## src/rtl/serial_addsub_pkg.sv

```systemverilog
// Shared types and sizing helpers for the serial adder/subtractor.
package serial_addsub_pkg;

  typedef enum logic [1:0] {
    IDLE = 2'd0,
    RUN  = 2'd1,
    DONE = 2'd2
  } state_e;

  // Number of RUN cycles needed to walk an operand of width w, b bits at a time.
  function automatic int steps(input int w, input int b);
    return w / b;
  endfunction

  // Step-counter width; a single-step configuration still needs one bit.
  function automatic int cnt_width(input int s);
    return (s > 1) ? $clog2(s) : 1;
  endfunction

endpackage

```

## src/rtl/serial_addsub_fa_cell.sv

```systemverilog
// One-bit full adder built from two half-adder stages and an OR of their carries.
module fa_cell (
  input  logic a_i,
  input  logic b_i,
  input  logic c_i,
  output logic s_o,
  output logic c_o
);

  logic p;
  logic g_ab;
  logic g_pc;

  // First half adder on the operands, second on the partial sum and carry-in.
  always_comb begin
    p    = a_i ^ b_i;
    g_ab = a_i & b_i;
    s_o  = p ^ c_i;
    g_pc = p & c_i;
    c_o  = g_ab | g_pc;
  end

endmodule

```

## src/rtl/serial_addsub.sv

```systemverilog
// Multi-cycle adder/subtractor: BITS_PER_CYCLE operand bits per RUN cycle, LSB
// first, through a registered carry. Optional signed-overflow output is built
// when the macro SERIAL_ADDSUB_OVF_EN is defined.
module serial_addsub
  import serial_addsub_pkg::*;
#(
  parameter int WIDTH          = 8,
  parameter int BITS_PER_CYCLE = 1
) (
  input  logic             clk,
  input  logic             rst_n,
  input  logic             start,
  input  logic             sub,
  input  logic [WIDTH-1:0] a,
  input  logic [WIDTH-1:0] b,
  output logic             busy,
  output logic             done,
  output logic [WIDTH-1:0] sum,
`ifdef SERIAL_ADDSUB_OVF_EN
  output logic             overflow,
`endif
  output logic             carry_out
);

  localparam int B     = BITS_PER_CYCLE;
  localparam int STEPS = steps(WIDTH, BITS_PER_CYCLE);
  localparam int CW    = cnt_width(STEPS);

  if (WIDTH < 2 || B < 1 || (WIDTH % B) != 0) begin : g_bad_cfg
    $error("serial_addsub: WIDTH must be >= 2 and a multiple of BITS_PER_CYCLE");
  end

  state_e           state_q, state_d;
  logic [CW-1:0]    cnt_q, cnt_d;
  logic [WIDTH-1:0] opa_q, opa_d;
  logic [WIDTH-1:0] opb_q, opb_d;
  logic [WIDTH-1:0] res_q, res_d;
  logic [WIDTH-1:0] sum_q, sum_d;
  logic             cy_q, cy_d;
  logic             cout_q, cout_d;
  logic [B-1:0]     slice_s;
  logic [B:0]       chain_c;
  logic [WIDTH+B-1:0] res_cat;
  logic             accept;
  logic             last;

  // Carry chain across this cycle's slice, seeded by the registered carry.
  assign chain_c[0] = cy_q;
  for (genvar gi = 0; gi < B; gi++) begin : g_cell
    fa_cell u_fa (
      .a_i (opa_q[gi]),
      .b_i (opb_q[gi]),
      .c_i (chain_c[gi]),
      .s_o (slice_s[gi]),
      .c_o (chain_c[gi+1])
    );
  end

  // New slice enters the result from the MSB end; older slices slide down.
  assign res_cat = {slice_s, res_q};
  assign accept  = start && (state_q == IDLE || state_q == DONE);
  assign last    = (state_q == RUN) && (cnt_q == CW'(STEPS - 1));

  // Next state, step count and result capture.
  always_comb begin
    state_d = state_q;
    cnt_d   = cnt_q;
    sum_d   = sum_q;
    cout_d  = cout_q;
    unique case (state_q)
      IDLE: if (accept) state_d = RUN;
      RUN: begin
        cnt_d = cnt_q + 1'b1;
        if (last) begin
          state_d = DONE;
          sum_d   = res_cat[WIDTH+B-1:B];
          cout_d  = chain_c[B];
        end
      end
      DONE: state_d = accept ? RUN : IDLE;
      default: state_d = IDLE;
    endcase
    if (accept) cnt_d = '0;
  end

  // Operand load on accept, shift-and-add while running.
  always_comb begin
    opa_d = opa_q;
    opb_d = opb_q;
    res_d = res_q;
    cy_d  = cy_q;
    if (accept) begin
      opa_d = a;
      opb_d = sub ? ~b : b;
      cy_d  = sub;
      res_d = '0;
    end else if (state_q == RUN) begin
      opa_d = opa_q >> B;
      opb_d = opb_q >> B;
      cy_d  = chain_c[B];
      res_d = res_cat[WIDTH+B-1:B];
    end
  end

  // Control and visible result registers; reset aborts any operation in flight.
  always_ff @(posedge clk) begin
    if (!rst_n) begin
      state_q <= IDLE;
      cnt_q   <= '0;
      sum_q   <= '0;
      cout_q  <= 1'b0;
    end else begin
      state_q <= state_d;
      cnt_q   <= cnt_d;
      sum_q   <= sum_d;
      cout_q  <= cout_d;
    end
  end

  // Datapath working registers carry no reset; they are reloaded on every accept.
  always_ff @(posedge clk) begin
    opa_q <= opa_d;
    opb_q <= opb_d;
    res_q <= res_d;
    cy_q  <= cy_d;
  end

`ifdef SERIAL_ADDSUB_OVF_EN
  logic ovf_q, ovf_d;

  // Signed overflow: carry into the MSB cell disagrees with carry out of it.
  always_comb begin
    ovf_d = ovf_q;
    if (last) ovf_d = chain_c[B] ^ chain_c[B-1];
  end

  // Overflow flag updates together with sum.
  always_ff @(posedge clk) begin
    if (!rst_n) ovf_q <= 1'b0;
    else        ovf_q <= ovf_d;
  end

  assign overflow = ovf_q;
`endif

  assign busy      = (state_q == RUN);
  assign done      = (state_q == DONE);
  assign sum       = sum_q;
  assign carry_out = cout_q;

endmodule

```

## config.mk

```make
export PLATFORM = sky130hd
export DESIGN_NAME = serial_addsub
export DESIGN_NICKNAME = d
export VERILOG_FILES = /design/src/rtl/serial_addsub_pkg.sv /design/src/rtl/serial_addsub_fa_cell.sv /design/src/rtl/serial_addsub.sv
export SDC_FILE = /design/constraint.sdc
export NUM_CORES = 1
export LEC_CHECK = 0
export CORE_MARGIN = 1
export CORE_UTILIZATION = 55
export CTS_CLUSTER_SIZE = 8
export DETAILED_ROUTE_END_ITERATION = 8
export GPL_ROUTABILITY_DRIVEN = 0
export PLACE_DENSITY = 0.91
export SYNTH_ARGS = -nofsm -noshare
export SYNTH_HDL_FRONTEND = slang
export SYNTH_SLANG_ARGS = --single-unit
```

## constraint.sdc

```tcl
create_clock -name clk -period 3.29 [get_ports clk]
set_input_delay 0.658 -clock clk [delete_from_list [all_inputs] [get_ports clk]]
set_output_delay 0.658 -clock clk [all_outputs]
set_load 0.1 [all_outputs]
```

==> impl_metrics.env <==
export IMPL_clock_latency_ps=350
export IMPL_cp_num_buf_inv=2
export IMPL_synth_area_leaders="edfxtp_1 30%, dfxtp_1 25%, nand2_1 9.9%"
export IMPL_viasPerCell=5.24
export IMPL_synth_nets=187
export IMPL_slowest_stage="dfxtp_1"
export IMPL_nets=214
export IMPL_boundaryPins=31
export IMPL_syn_avg_cell_area_um2=10.4
export IMPL_clkPwrFrac=0.266
export IMPL_routed_wl_met3_um=142
export IMPL_setup_ws_ps=1110
export IMPL_routedWlPerCell_um=12.7
export IMPL_postRouteAntennaNets=0
export IMPL_peakVddDrop_mv=0.314
export IMPL_p_leak_nw=0.794
export IMPL_finalWirelength_um=2820
export IMPL_pwr_share_comb=0.135
export IMPL_firstDrtPassIters=6
export IMPL_antenna_found_initial=0
export IMPL_grt_pass1_wl_um=5020
export IMPL_routed_wl_met2_um=1370
export IMPL_tns_ps=0
export IMPL_crit_family="flip-flops"
export IMPL_num_rows=19
export IMPL_pre_cts_ws_ps=946
export IMPL_slew_viol_final=0
export IMPL_cts_buffers=5
export IMPL_path_cells="nand2b_1, inv_2, buf_4"
export IMPL_cts_clk_slew_worst_paths_ps=100
export IMPL_worstSetupPathType="flip-flop to primary output"
export IMPL_switching_share=0.252
export IMPL_drt_initial_drc_count=30
export IMPL_grt_pass1_vias=1207
export IMPL_p_seq_frac=0.599
export IMPL_cp_start_kind="flip-flop"
export IMPL_ys_seq_area_frac=0.546
export IMPL_htreeDepth=2
export IMPL_core_mm2=0.00285
export IMPL_powerDensity_mw_per_mm2=473
export IMPL_clkSinkCount=38
export IMPL_crit_path_max_incr_delay_ps=550
export IMPL_finalHoldViolations=0
export IMPL_vias=1169
export IMPL_end_kind="primary output"
export IMPL_overflow=0
export IMPL_synth_warnings=0
export IMPL_crit_path_max_fanout=13
export IMPL_violations="design-rule violations"
export IMPL_outcome="complete, but fails checks"
export IMPL_post_cts_buffers=0
export IMPL_syn_area_mm2=0.00170
export IMPL_p_int_mw=0.706
export IMPL_power_mw=0.944
export IMPL_fillers=229
export IMPL_portBuffers=30
export IMPL_synth_cell_type_count=29
export IMPL_period_share=0.662
export IMPL_fin_crit_ps=2180
export IMPL_syn_inst=164
export IMPL_cp_required_ps=2630
export IMPL_tritoncts="done"
export IMPL_top_layer="met4"
export IMPL_clockBufferDepth=2
export IMPL_start_util=0.597
export IMPL_arrival_ps=1520
export IMPL_rsz0062_at_grt="no"
export IMPL_skew_ps=9.89
export IMPL_root_buffer="clkbuf_4"
export IMPL_drive_gt1_frac=0.182
export IMPL_dp_hpwl_um=1940
export IMPL_syn_to_final_growth_pct=17.0
export IMPL_diodes=0
export IMPL_remaining_drc_errors=3
export IMPL_met1_length_um=1270
export IMPL_setup_viol=0
export IMPL_synth_top_area_share=0.300
export IMPL_switching_power_mw=0.237
export IMPL_max_freq_ghz=0.459
export IMPL_dieArea_mm2=0.00333
export IMPL_grt_max_degree=26
export IMPL_die_width_um=57.7
export IMPL_holdBufCountCts=0
export IMPL_relSlewSlack=0.462
export IMPL_min_delay_path_class="flip-flop to flip-flop"
export IMPL_tightest_slew_ps=805
export IMPL_ys_ff_latch=38
export IMPL_synth_area_leader_cell="edfxtp_1"
export IMPL_maxCapViolations=0
export IMPL_die_h_um=57.7
export IMPL_cts_resized=0
export IMPL_grt_usage=0.202
## cell families (layout without fill, tap and decap cells)
| kind of cell | Yosys count | in the layout | synth area share |
|---|---|---|---|
| XOR/XNOR | 8 | 8 | 0.0411 |
| adder cells (fa/ha/maj) | 3 | 3 | 0.0264 |
| flip-flops | 38 | 38 | 0.546 |
| AND/OR/NAND/NOR | 70 | 70 | 0.195 |
| buffers and inverters | 13 | 41 | 0.0573 |
| multiplexers | 4 | 4 | 0.0257 |
| AO/OA/AOI/OAI | 28 | 28 | 0.109 |
## worst min-delay path, delay by kind of cell (launching register included)
kind            cells  cell delay (ps)
compound gates      1               50
simple gates        1               50
flops               1              320
## placed cells by master (no fill, tap or decap), types with 4 or more instances in the layout
cell	n
nand2_1	45
dfxtp_1	21
clkdlybuf4s50_1	19
edfxtp_1	17
buf_4	12
o21ai_0	11
nand3_1	9
xnor2_1	8
o21ai_2	8
clkbuf_4	5
nand2b_1	4
o21ai_1	4
a22o_1	4
## synthesized netlist by cell type, drive strengths merged
master,count
a22o,4
nand3,10
ha,2
fa,1
nand3b,1
xnor2,8
nor2,2
a21oi,1
and3b,1
mux2i,1
buf,10
inv,2
o21ai,23
nor2b,3
clkbuf,1
and2,3
nand2,45
nand2b,5
mux2,3
dfxtp,21
edfxtp,17
## final timing paths
check                  start      to  slack (ps)  cells past startpoint
setup reg to reg    cnt_q[0]  sum[3]        1590                      5
hold / removal        sum[1]  sum[1]         460                      2
hold reg to reg       sum[1]  sum[1]         460                      2
setup / recovery  state_q[0]    busy        1110                      3
## cell type report
class | count | area [um2] | area share
sequential | 38 | 931 | 0.467
timing repair buffer | 31 | 280 | 0.141
inverter | 2 | 7.51 | 0.00377
tap | 31 | 38.8 | 0.0195
clock buffer | 7 | 55.1 | 0.0276
clock inverter | 1 | 5.00 | 0.00251
multi-input combinational | 113 | 676 | 0.339
## metal layers
layer,global-route usage,vias to the layer above
met5,0,-
met4,0.109,0
met2,0.342,34
met1,0.234,525
met3,0.0536,6
li1,-,604
## power by group through the flow
stage	registers [mW]	logic, mW	clock network (mW)
5_1_grt	0.570	0.142	0.276
3_5_place_dp	0.576	0.127	0
3_3_place_gp	0.574	0.120	0
2_1_floorplan	0.568	0.0902	0
4_1_cts	0.566	0.128	0.257
6_report	0.565	0.127	0.251
## state kept, by name (all words and copies together) (netlist names)
name,cells
carry_out,1
opa_q,8
state_q,2
res_q,7
cnt_q,3
cy_q,1
opb_q,8
sum,8
## stage by stage
step / std cells / area (um2) / utilization / hold slack, ps
floorplan: 164 / 1700 / - / 432
global placement: 215 / 1930 / 0.678 / 440
detailed placement: 215 / 1930 / 0.678 / 450
CTS: 223 / 1990 / 0.699 / 465
global route: 223 / 1990 / 0.699 / 496
finish: 223 / 1990 / 0.699 / 459
(Power assumes the default switching activity.)
